--- src/rtl/wave_pkg.sv ---
// Shared definitions for the 8-bit waveform datapath.
// Contents:
//   WAVE_* : waveform codes understood by wave_shaper
//   WAVE_W, STEP_W and the seg_w/step_lsb/wave_lsb helpers : layout of one
//            segment entry {wave, step, duration}; duration sits in the low
//            DURW bits. The host register map uses the same helpers.
//   seq_state_t : sequencer state, also exported as a debug signal.
package wave_pkg;

  localparam logic [2:0] WAVE_SAW       = 3'd0;
  localparam logic [2:0] WAVE_REVSAW    = 3'd1;
  localparam logic [2:0] WAVE_TRI       = 3'd2;
  localparam logic [2:0] WAVE_MEANDER   = 3'd3;
  localparam logic [2:0] WAVE_MEANDER25 = 3'd4;

  localparam int WAVE_W = 3;
  localparam int STEP_W = 8;

  function automatic int seg_w(input int durw);
    return WAVE_W + STEP_W + durw;
  endfunction

  function automatic int step_lsb(input int durw);
    return durw;
  endfunction

  function automatic int wave_lsb(input int durw);
    return durw + STEP_W;
  endfunction

  typedef enum logic {
    ST_IDLE = 1'b0,
    ST_RUN  = 1'b1
  } seq_state_t;

endpackage

--- src/rtl/wave_sequencer_if.sv ---
// Host/DAC-side bundle of the waveform sequencer.
// Signals:
//   cfg_we/cfg_addr/cfg_wdata : segment table write port (any time)
//   start, stop, loop_en      : sequence control
//   busy, seg_idx, wave_out   : playback status and sample bus
//   seg_done, done            : per-segment and end-of-sequence pulses
//   dbg_state                 : current sequencer state
// Handshake: start is a one-cycle request accepted only while busy=0 and
// stop=0; the first sample appears with busy=1 on the following cycle.
// stop is honoured only while busy=1 and returns to idle on the next cycle
// without a done pulse. done is a one-cycle pulse after a normal finish.
interface wave_sequencer_if #(
  parameter int NSEG = 4,
  parameter int DURW = 16
);
  import wave_pkg::*;

  localparam int AW = $clog2(NSEG);

  logic                     cfg_we;
  logic [AW-1:0]            cfg_addr;
  logic [seg_w(DURW)-1:0]   cfg_wdata;
  logic                     start;
  logic                     stop;
  logic                     loop_en;
  logic                     busy;
  logic [AW-1:0]            seg_idx;
  logic [7:0]               wave_out;
  logic                     seg_done;
  logic                     done;
  seq_state_t               dbg_state;

  modport master (
    output cfg_we, cfg_addr, cfg_wdata, start, stop, loop_en,
    input  busy, seg_idx, wave_out, seg_done, done, dbg_state
  );

  modport slave (
    input  cfg_we, cfg_addr, cfg_wdata, start, stop, loop_en,
    output busy, seg_idx, wave_out, seg_done, done, dbg_state
  );

endinterface

--- src/rtl/wave_shaper.sv ---
// Combinational waveform shaper: {wave code, 8-bit phase} -> 8-bit sample.
// Ports:
//   wave   in  3  waveform code (WAVE_*), unused codes give 8'h00
//   phase  in  8  accumulator phase
//   sample out 8  shaped sample
module wave_shaper
  import wave_pkg::*;
(
  input  logic [2:0] wave,
  input  logic [7:0] phase,
  output logic [7:0] sample
);

  always_comb begin
    sample = 8'h00;
    case (wave)
      WAVE_SAW:       sample = phase;
      WAVE_REVSAW:    sample = ~phase;
      // Doubled phase folded back on the upper half of the period.
      WAVE_TRI:       sample = phase[7] ? ~{phase[6:0], 1'b0} : {phase[6:0], 1'b0};
      WAVE_MEANDER:   sample = (phase < 8'd128) ? 8'hFF : 8'h00;
      WAVE_MEANDER25: sample = (phase < 8'd64)  ? 8'hFF : 8'h00;
      default:        sample = 8'h00;
    endcase
  end

endmodule

--- src/rtl/wave_sequencer.sv ---
// Segment sequencer for the 8-bit waveform datapath.
// Plays a table of NSEG segments {wave, step, duration} in order through a
// phase accumulator and drives one registered sample bus.
// Ports:
//   clk    in  clock, rising edge
//   reset  in  asynchronous, active-high
//   bus    wave_sequencer_if.slave : table write port, start/stop/loop_en,
//          busy, seg_idx, wave_out, seg_done, done, dbg_state
module wave_sequencer
  import wave_pkg::*;
#(
  parameter int NSEG = 4,
  parameter int DURW = 16
) (
  input  logic               clk,
  input  logic               reset,
  wave_sequencer_if.slave    bus
);

  localparam int AW  = $clog2(NSEG);
  localparam int SW  = seg_w(DURW);
  localparam int SLB = step_lsb(DURW);
  localparam int WLB = wave_lsb(DURW);

  logic [SW-1:0]   tbl [NSEG];

  seq_state_t      state;
  logic [2:0]      cur_wave;
  logic [7:0]      cur_step;
  logic [7:0]      phase;      // phase of the next sample to be shown
  logic [DURW-1:0] cnt;        // samples left in the segment, including the one on the bus
  logic [AW-1:0]   seg_idx_q;
  logic            busy_q;
  logic            seg_done_q;
  logic            done_q;
  logic [7:0]      wave_q;

  logic [AW-1:0]   nxt_idx;
  logic [AW-1:0]   ld_idx;
  logic            last_seg;
  logic [SW-1:0]   ld_entry;
  logic [2:0]      ld_wave;
  logic [7:0]      ld_step;
  logic [DURW-1:0] ld_dur;
  logic [7:0]      run_sample;
  logic [7:0]      ld_sample;
  logic            do_load;
  logic            do_idle;
  logic            do_finish;

  // Segment table. Reads of an entry being written in the same cycle see the
  // old contents because the write lands at the clock edge.
  always_ff @(posedge clk or posedge reset) begin
    if (reset) begin
      for (int i = 0; i < NSEG; i++) tbl[i] <= '0;
    end else if (bus.cfg_we) begin
      tbl[bus.cfg_addr] <= bus.cfg_wdata;
    end
  end

  // Entry to load next: the following segment while the table continues,
  // otherwise entry 0 (sequence start or loop wrap).
  always_comb begin
    nxt_idx  = seg_idx_q + 1'b1;
    last_seg = (seg_idx_q == AW'(NSEG - 1)) || (tbl[nxt_idx][DURW-1:0] == '0);
    ld_idx   = (state == ST_RUN && !last_seg) ? nxt_idx : '0;
    ld_entry = tbl[ld_idx];
    ld_wave  = ld_entry[WLB +: WAVE_W];
    ld_step  = ld_entry[SLB +: STEP_W];
    ld_dur   = ld_entry[DURW-1:0];
  end

  wave_shaper u_run_shaper (
    .wave   (cur_wave),
    .phase  (phase),
    .sample (run_sample)
  );

  // A freshly loaded segment always starts at phase 0.
  wave_shaper u_load_shaper (
    .wave   (ld_wave),
    .phase  (8'h00),
    .sample (ld_sample)
  );

  always_comb begin
    do_load   = 1'b0;
    do_idle   = 1'b0;
    do_finish = 1'b0;
    case (state)
      ST_IDLE: begin
        if (bus.start && !bus.stop) begin
          if (ld_dur == '0) do_finish = 1'b1;
          else              do_load   = 1'b1;
        end
      end
      ST_RUN: begin
        if (bus.stop) begin
          do_idle = 1'b1;
        end else if (cnt == DURW'(1)) begin
          // A loop wrap onto an emptied entry 0 finishes instead of stalling.
          if (!last_seg || (bus.loop_en && ld_dur != '0)) begin
            do_load = 1'b1;
          end else begin
            do_idle   = 1'b1;
            do_finish = 1'b1;
          end
        end
      end
      default: ;
    endcase
  end

  always_ff @(posedge clk or posedge reset) begin
    if (reset) begin
      state      <= ST_IDLE;
      cur_wave   <= '0;
      cur_step   <= '0;
      phase      <= '0;
      cnt        <= '0;
      seg_idx_q  <= '0;
      busy_q     <= 1'b0;
      seg_done_q <= 1'b0;
      done_q     <= 1'b0;
      wave_q     <= 8'h00;
    end else begin
      done_q <= do_finish;
      if (do_load) begin
        state      <= ST_RUN;
        busy_q     <= 1'b1;
        seg_idx_q  <= ld_idx;
        cur_wave   <= ld_wave;
        cur_step   <= ld_step;
        wave_q     <= ld_sample;
        phase      <= ld_step;
        cnt        <= ld_dur;
        seg_done_q <= (ld_dur == DURW'(1));
      end else if (do_idle) begin
        state      <= ST_IDLE;
        busy_q     <= 1'b0;
        seg_idx_q  <= '0;
        wave_q     <= 8'h00;
        phase      <= '0;
        cnt        <= '0;
        seg_done_q <= 1'b0;
      end else if (state == ST_RUN) begin
        cnt        <= cnt - 1'b1;
        wave_q     <= run_sample;
        phase      <= phase + cur_step;
        seg_done_q <= (cnt == DURW'(2));
      end
    end
  end

  assign bus.busy      = busy_q;
  assign bus.seg_idx   = seg_idx_q;
  assign bus.wave_out  = wave_q;
  assign bus.seg_done  = seg_done_q;
  assign bus.done      = done_q;
  assign bus.dbg_state = state;

endmodule
--- src/flat_wrapper.sv ---
// flat-port wrapper written by rule: the top's interface ports become plain ports
module wave_sequencer_flat import wave_pkg::*;
#(
  parameter int NSEG = 4,
  parameter int DURW = 16
)
  (clk, reset, bus_cfg_we, bus_cfg_addr, bus_cfg_wdata, bus_start, bus_stop, bus_loop_en, bus_busy, bus_seg_idx, bus_wave_out, bus_seg_done, bus_done, bus_dbg_state);
  wave_sequencer_if #(.NSEG(NSEG), .DURW(DURW)) bus_i ();
  input  logic clk;
  input  logic reset;
  input wire logic [$bits(bus_i.cfg_we)-1:0] bus_cfg_we;
  input wire logic [$bits(bus_i.cfg_addr)-1:0] bus_cfg_addr;
  input wire logic [$bits(bus_i.cfg_wdata)-1:0] bus_cfg_wdata;
  input wire logic [$bits(bus_i.start)-1:0] bus_start;
  input wire logic [$bits(bus_i.stop)-1:0] bus_stop;
  input wire logic [$bits(bus_i.loop_en)-1:0] bus_loop_en;
  output wire logic [$bits(bus_i.busy)-1:0] bus_busy;
  output wire logic [$bits(bus_i.seg_idx)-1:0] bus_seg_idx;
  output wire logic [$bits(bus_i.wave_out)-1:0] bus_wave_out;
  output wire logic [$bits(bus_i.seg_done)-1:0] bus_seg_done;
  output wire logic [$bits(bus_i.done)-1:0] bus_done;
  output wire logic [$bits(bus_i.dbg_state)-1:0] bus_dbg_state;
  assign bus_i.cfg_we = bus_cfg_we;
  assign bus_i.cfg_addr = bus_cfg_addr;
  assign bus_i.cfg_wdata = bus_cfg_wdata;
  assign bus_i.start = bus_start;
  assign bus_i.stop = bus_stop;
  assign bus_i.loop_en = bus_loop_en;
  assign bus_busy = bus_i.busy;
  assign bus_seg_idx = bus_i.seg_idx;
  assign bus_wave_out = bus_i.wave_out;
  assign bus_seg_done = bus_i.seg_done;
  assign bus_done = bus_i.done;
  assign bus_dbg_state = bus_i.dbg_state;
  wave_sequencer #(.NSEG(NSEG), .DURW(DURW)) u_core (.clk(clk), .reset(reset), .bus(bus_i));
endmodule
--- config.mk ---
export PLATFORM = sky130hd
export DESIGN_NAME = wave_sequencer_flat
export DESIGN_NICKNAME = d
export VERILOG_FILES = /design/src/rtl/wave_pkg.sv /design/src/rtl/wave_sequencer_if.sv /design/src/rtl/wave_shaper.sv /design/src/rtl/wave_sequencer.sv /design/src/flat_wrapper.sv
export SDC_FILE = /design/constraint.sdc
export NUM_CORES = 1
export LEC_CHECK = 0
export BUFFER_PORTS_ARGS = -buffer_cell sky130_fd_sc_hd__buf_2
export CORE_UTILIZATION = 57
export CTS_BUF_LIST = sky130_fd_sc_hd__clkbuf_4
export DETAILED_ROUTE_END_ITERATION = 12
export PLACE_DENSITY = 0.75
export SLEW_MARGIN = 20
export SYNTH_ARGS = -nofsm -noshare
export SYNTH_HDL_FRONTEND = slang
export SYNTH_HIERARCHICAL = 1
export SYNTH_SLANG_ARGS = --single-unit
--- constraint.sdc ---
create_clock -name clk -period 4.87 [get_ports clk]
set_input_delay 0.974 -clock clk [delete_from_list [all_inputs] [get_ports clk]]
set_output_delay 0.974 -clock clk [all_outputs]
set_load 0.005 [all_outputs]
==> flow_summary.json, run 1 <==
{
  "synthCells": 773,
  "cts_resized": 0,
  "dieArea_mm2": 0.0155,
  "clk_pin_slew_ns": 0.14,
  "worstSetupEndpointType": "flip-flop",
  "synth-xor-area-share": 0.0337,
  "clockRootBuffer": "clkbuf_4",
  "htree_levels": 4,
  "setup_total_negative_slack_ns": 0,
  "layout.nets": 878,
  "layout_common_cells": "dfrtp_1, mux2_2, buf_2",
  "max_clock_freq_ghz": 0.228,
  "drive_gt1_frac": 0.291,
  "critical_path_class": "reg -> reg",
  "p_leak_nw": 3.93,
  "tightest_slew_ns": 0.959,
  "drv_slew": 0,
  "cts_max_path_buffers": 2,
  "maxCapViolations": 0,
  "ys_ff_latch": 156,
  "synth_area_mm2": 0.00857,
  "grt_max_degree": 157,
  "reg2reg_from": "u_core/bus.seg_idx[0]",
  "area_growth_pct": 9.16,
  "skew_ns": 0.0206,
  "synth_simple_gate_area_share": 0.112,
  "die_x_um": 125,
  "core_area_mm2": 0.0146,
  "worstPathRequired_ns": 5.31,
  "r2r_slack_ns": 0.49,
  "cts_buffers": 17,
  "status": "finished clean",
  "vias": 6575,
  "dr.pass1.iters": 5,
  "drt_iter0_markers": 580,
  "yosys_warnings": 6,
  "overflow": 0,
  "layout_commonest_cell": "dfrtp_1",
  "finalHoldViolations": 0,
  "grt_util_all_layers": 0.288,
  "power-per-cell-area_mw_per_mm2": 618,
  "insertion_delay_ns": 0.56,
  "crit_fanout": 33,
  "wire_per_inst_um": 20.8,
  "cp.arrival_ns": 4.81,
  "worstHoldStart": "u_core/tbl[79]",
  "rr_endpoint": "u_core/cnt[5]",
  "r2r_cells": 13,
  "initial_utilization": 0.587,
  "synth.area.mux_share": 0.184,
  "die_h_um": 125,
  "ant_nets": 0,
  "route.detailed.drc": 0,
  "wirelength_um": 21400,
  "rsz0062_at_grt": "false",
  "ys_seq_area_frac": 0.456,
  "yosys.area_share.adder": 0.0213,
  "synth_compound_area_frac": 0.157,
  "finalSetupViolCount": 0,
  "yosysUniqueCellTypes": 72,
  "portBuffers": 48,
  "async_flop_share": 1.00,
  "grt_pass1_vias": 6531,
  "grt_first_pass_wirelength_um": 34900,
  "gp_congestion": 0.944,
  "crit_path_start": "u_core/bus.seg_idx[0]",
  "cts_setup_buffers": 0,
  "detail_route.vias_per_cell": 6.41,
  "rows": 44,
  "design_area_mm2": 0.00935,
  "holdBufCountCts": 0,
  "antenna_found_initial": 1,
  "ir_worst_vdd_uv": 396,
  "synth-edff-count": 0,
  "hp-class": "reg -> reg",
  "n_fill_cell": 1132,
  "cts_tree": "built",
  "maxSlewHeadroom": 0.359,
  "synthFlopType": "dfrtp_1",
  "crit_path_start_kind": "flip-flop",
  "syn_avg_cell_area_um2": 11.1,
  "critPathCapture": "u_core/cnt[5]",
  "post-route-min-period_ns": 4.38,
  "finalCritPeriodShare": 0.899,
  "dp.final_hpwl_um": 15300,
  "cts_sinks": 156,
  "synth_top_family_by_area": "multiplexers",
  "dpl_cell_area_mm2": 0.00906,
  "pin_count": 49
}
## power breakdown
part           switching (mW)  leakage [nW]  internal [mW]
clock network           0.491         0.146          0.314
logic                    1.67          1.90           1.26
registers               0.386          1.88           1.65
total                    2.55          3.93           3.23
## Yosys cell counts, types with 6 or more instances
cell      instances  area, µm²
a21oi_1          27        135
a221o_1           6       60.1
a22oi_1          13       97.6
a31oi_1           7       43.8
buf_1             6       22.5
buf_2             8       40.0
clkbuf_1         25       93.8
dfrtp_1         156       3900
ha_1             13        163
inv_1            23       86.3
mux2_2          117       1320
mux2i_1          25        250
nand2_1          42        158
nand2b_1          6       37.5
nand3_1          18       90.1
nor2_1           35        131
nor2b_1           8       50.1
nor3_1           16       80.1
nor4_1           17        106
o21ai_0          40        200
o221ai_1         10       87.6
o221ai_2         12        180
o22ai_1           8       50.1
o31ai_1           8       60.1
or3_1             8       50.1
xnor2_1          28        245
## flip-flops by register name, indices dropped and copies added, names as in the netlist
name                 flops
u_core/bus.busy          1
u_core/bus.seg_done      1
u_core/phase             8
u_core/tbl             108
u_core/bus.done          1
u_core/bus.seg_idx       2
u_core/cur_wave          3
u_core/cur_step          8
u_core/cnt              16
u_core/bus.wave_out      8
## kinds of logic (layout without fill, tap and decap cells)
family	count (synthesis)	count (layout)
xor gates and xnor gates	33	33
DFF	156	156
and+or+nand+nor	181	181
adders and majority gates	14	14
buffers and inverters	68	121
other	1	17
AOI/OAI and AO/OA	177	177
muxes	143	143
## final cells by class
cell class                 instances  area [µm²]  area share
timing repair buffer              67         395      0.0423
clock buffer                      17         128      0.0136
tap                              184         230      0.0246
clock inverter                    14         159      0.0170
antenna                            1        2.50    0.000268
sequential                       156        3900       0.418
multi-input combinational        564        4440       0.475
inverter                          23        90.1     0.00963
## worst max-delay path: stages, from the launching register on
cell       delay, ns
dfrtp_1         0.60
buf_4           0.34
inv_1           0.07
buf_4           0.21
a2bb2oi_1       0.30
a21oi_4         0.08
a2111oi_0       0.74
a311oi_1        0.24
a2111oi_4       0.31
nand4_2         0.18
o31ai_4         0.37
buf_4           0.37
nor3_1          0.12
a211o_1         0.30
## layer usage
layer | vias to the layer above | GRT usage | part of all wire
met5 | - | 0 | 0
met4 | 0 | 0.0801 | 0.011
met3 | 22 | 0.0679 | 0.069
met2 | 258 | 0.448 | 0.46
met1 | 3302 | 0.402 | 0.46
li1 | 2993 | - | -
## how the worst min path moves through the flow
stage / to / depth (start not counted)
after floorplan: u_core/cnt[14] / 2
after global placement: u_core/tbl[75] / 1
after detailed placement: u_core/tbl[78] / 1
after CTS: u_core/tbl[79] / 1
after global routing: u_core/tbl[20] / 1
final: u_core/tbl[79] / 1
## metrics by stage
step | setup slack (ns) | util | power [mW] | hold slack (ns) | cells
2_1_floorplan | 0.988 | - | 4.15 | 0.469 | 788
3_3_place_gp | 0.824 | 0.621 | 4.81 | 0.484 | 994
3_5_place_dp | 0.658 | 0.621 | 4.92 | 0.492 | 994
4_1_cts | 0.603 | 0.641 | 5.74 | 0.524 | 1025
5_1_grt | 0.188 | 0.641 | 6.15 | 0.535 | 1026
6_report | 0.493 | 0.641 | 5.78 | 0.519 | 1026
(Power assumes the default switching activity.)
==> run 2: changes to the inputs <==
--- a/config.mk
+++ b/config.mk
@@ -13,5 +13,4 @@
 export SLEW_MARGIN = 20
 export SYNTH_ARGS = -nofsm -noshare
 export SYNTH_HDL_FRONTEND = slang
-export SYNTH_HIERARCHICAL = 1
 export SYNTH_SLANG_ARGS = --single-unit
==> flow_summary.json, run 2 <==
{
  "drv_slew": 0,
  "area_growth_pct": 8.86,
  "grt_util_all_layers": 0.290,
  "max_clock_freq_ghz": 0.228,
  "wire_per_inst_um": 20.4,
  "pin_count": 49,
  "top_regs": "u_core.tbl x108, u_core.cnt x16",
  "setup_total_negative_slack_ns": 0,
  "detail_route.vias_per_cell": 6.37,
  "slowest_delay_ns": 0.55,
  "layout_commonest_cell": "dfrtp_1",
  "crit_fanout": 30,
  "die_h_um": 121,
  "p_leak_nw": 3.76,
  "reg2reg_from": "u_core.bus.seg_idx[0]",
  "async_flop_share": 1.00,
  "layout_common_cells": "dfrtp_1, mux2_2, nand2_1",
  "synthTopCellsByArea": "dfrtp_1, mux2_2, nand2_1",
  "clkPwrFrac": 0.213,
  "synth_top_area_cell": "dfrtp_1",
  "cp_top_family": "simple AND/OR/NAND/NOR gates",
  "yosys_warnings": 0,
  "dr.pass1.iters": 5,
  "core_area_mm2": 0.0139,
  "portBuffers": 48,
  "synth_area_mm2": 0.00812,
  "cts_buffers": 17,
  "pwr-share-comb": 0.302,
  "seq_power_share": 0.485,
  "r2r_cells": 12,
  "clockRootBuffer": "clkbuf_4",
  "largest-register": "u_core.tbl",
  "critPathCapture": "u_core.cnt[10]",
  "layout.nets": 823,
  "synthFlopType": "dfrtp_1",
  "path_depth": 12,
  "power.switching_mw": 1.45,
  "finalSetupViolCount": 0,
  "post-route-min-period_ns": 4.38,
  "cp.buffers_inverters": 2,
  "power-per-cell-area_mw_per_mm2": 448,
  "clk_pin_slew_ns": 0.14,
  "synth_common_cells": "dfrtp_1, mux2_2, nand2_1",
  "dpl_cell_area_mm2": 0.00853,
  "drive_gt1_frac": 0.294,
  "dieArea_mm2": 0.0147,
  "cts_resized": 0,
  "antenna_found_initial": 1,
  "holdBufCountCts": 0,
  "r2r_slack_ns": 0.49,
  "finalCritPeriodShare": 0.900,
  "largest_reg_flops": 108,
  "yosysUniqueCellTypes": 63,
  "slowest_stage": "or4_4",
  "skew_ns": 0.0191,
  "cts_setup_buffers": 0,
  "ys_ff_latch": 156,
  "worstSetupEndpointType": "flip-flop",
  "rows": 43,
  "critical_path_class": "reg -> reg",
  "yosysMostFrequentCell": "dfrtp_1",
  "hp-class": "reg -> reg",
  "gp_congestion": 0.943,
  "synthCells": 738,
  "cts_tree": "built",
  "p_total_mw": 3.96,
  "grt_pass1_vias": 5996,
  "route.detailed.drc": 0,
  "rr_endpoint": "u_core.cnt[10]",
  "syn_avg_cell_area_um2": 11.0,
  "finalHoldViolations": 0,
  "initial_utilization": 0.585,
  "swShare": 0.366,
  "insertion_delay_ns": 0.60,
  "ant_nets": 0,
  "wirelength_um": 19700,
  "worstPathRequired_ns": 5.34,
  "maxCapViolations": 0,
  "syn_nets": 786,
  "vias": 6176,
  "yosysTopAreaCellShare": 0.481,
  "crit_path_start_kind": "flip-flop",
  "maxSlewHeadroom": 0.341,
  "design_area_mm2": 0.00884,
  "n_fill_cell": 1084,
  "rsz0062_at_grt": "false",
  "grt_first_pass_wirelength_um": 32200,
  "drt_iter0_markers": 582,
  "ir_worst_vdd_uv": 354,
  "intPower_mw": 2.51,
  "grt_max_degree": 157,
  "tightest_slew_ns": 0.987,
  "path_cells": "buf_4, nor4_1, nand4_1, o21ba_1, a211oi_1, o22ai_1, or4_4, or4b_4, o31ai_4, buf_4, o21ai_0, o311ai_0",
  "synth-edff-count": 0,
  "overflow": 0,
  "dp.final_hpwl_um": 14000,
  "htree_levels": 4,
  "crit_top_cell": "buf_4",
  "status": "finished clean",
  "cp.arrival_ns": 4.85,
  "cts_sinks": 156,
  "die_x_um": 121,
  "ys_seq_area_frac": 0.481,
  "cts_max_path_buffers": 2,
  "crit_path_start": "u_core.bus.seg_idx[0]"
}
## run 2: changes by cell type after synthesis, moves of 6 or more
cell      delta
o221ai_2    -12
nor2_1       +7
o31ai_1      -6
mux2i_1      -7
nor3_1       -7
nand2_1     +10
xnor2_1     -18
a211oi_1    +12
o32ai_1      +8
## run 2: logic make-up after synthesis
| family | Yosys count | share of synthesized area |
|---|---|---|
| AOI/OAI and AO/OA | 174 | 0.149 |
| and+or+nand+nor | 178 | 0.109 |
| buffers and inverters | 64 | 0.0354 |
| adders and majority gates | 13 | 0.0210 |
| xor gates and xnor gates | 14 | 0.0151 |
| DFF | 156 | 0.481 |
| muxes | 139 | 0.190 |
## run 2: per-layer routing
| layer | vias to the layer above | routed length, µm | global-route usage |
|---|---|---|---|
| met4 | 0 | 316 | 0.0787 |
| li1 | 2835 | - | - |
| met2 | 212 | 9330 | 0.462 |
| met5 | - | 0 | 0 |
| met3 | 41 | 1140 | 0.0620 |
| met1 | 3088 | 8940 | 0.400 |
## run 2: power by group through the flow
stage                     Combinational [mW]  Clock, mW  Sequential [mW]
after detailed placement                1.19          0             1.94
after CTS                               1.19      0.859             1.91
final                                   1.19      0.844             1.92
after global placement                  1.14          0             1.91
after floorplan                        0.970          0             1.80
after global routing                    1.34      0.923             1.96
## run 2: worst min path at each step
stage	from	endpoint	slack, ns	cells after the start
after global placement	u_core.bus.wave_out[0]	u_core.bus.wave_out[0]	0.47	2
final	u_core.cur_step[5]	u_core.cur_step[5]	0.51	1
after floorplan	u_core.cur_step[5]	u_core.cur_step[5]	0.46	1
after detailed placement	u_core.cur_step[5]	u_core.cur_step[5]	0.48	1
after global routing	u_core.cur_step[5]	u_core.cur_step[5]	0.53	1
after CTS	u_core.cur_step[5]	u_core.cur_step[5]	0.51	1
## run 2: final cells by class
| cell class | count | area, µm² | area share |
|---|---|---|---|
| clock buffers | 17 | 128 | 0.0144 |
| inverters | 20 | 78.8 | 0.00892 |
| repair buffers | 62 | 358 | 0.0405 |
| diodes | 1 | 2.50 | 0.000283 |
| flip-flops and latches | 156 | 3900 | 0.442 |
| well taps | 180 | 225 | 0.0255 |
| clock inverters | 15 | 176 | 0.0200 |
| multi-input cells | 518 | 3970 | 0.449 |
## run 2: stage by stage
step	util	hold slack (ns)	instances	setup slack, ns
6_report	0.637	0.506	969	0.486
5_1_grt	0.637	0.530	969	0.135
4_1_cts	0.637	0.510	968	0.521
3_5_place_dp	0.615	0.480	936	0.552
3_3_place_gp	0.615	0.471	936	0.580
2_1_floorplan	-	0.462	738	1.13
## run 2: worst register-to-register path: stages, from the launching register on
cell and delay [ns]:
dfrtp_1 0.42, buf_4 0.27, nor4_1 0.41, nand4_1 0.21, o21ba_1 0.35, a211oi_1 0.35
o22ai_1 0.12, or4_4 0.55, or4b_4 0.54, o31ai_4 0.47, buf_4 0.34, o21ai_0 0.13
o311ai_0 0.12
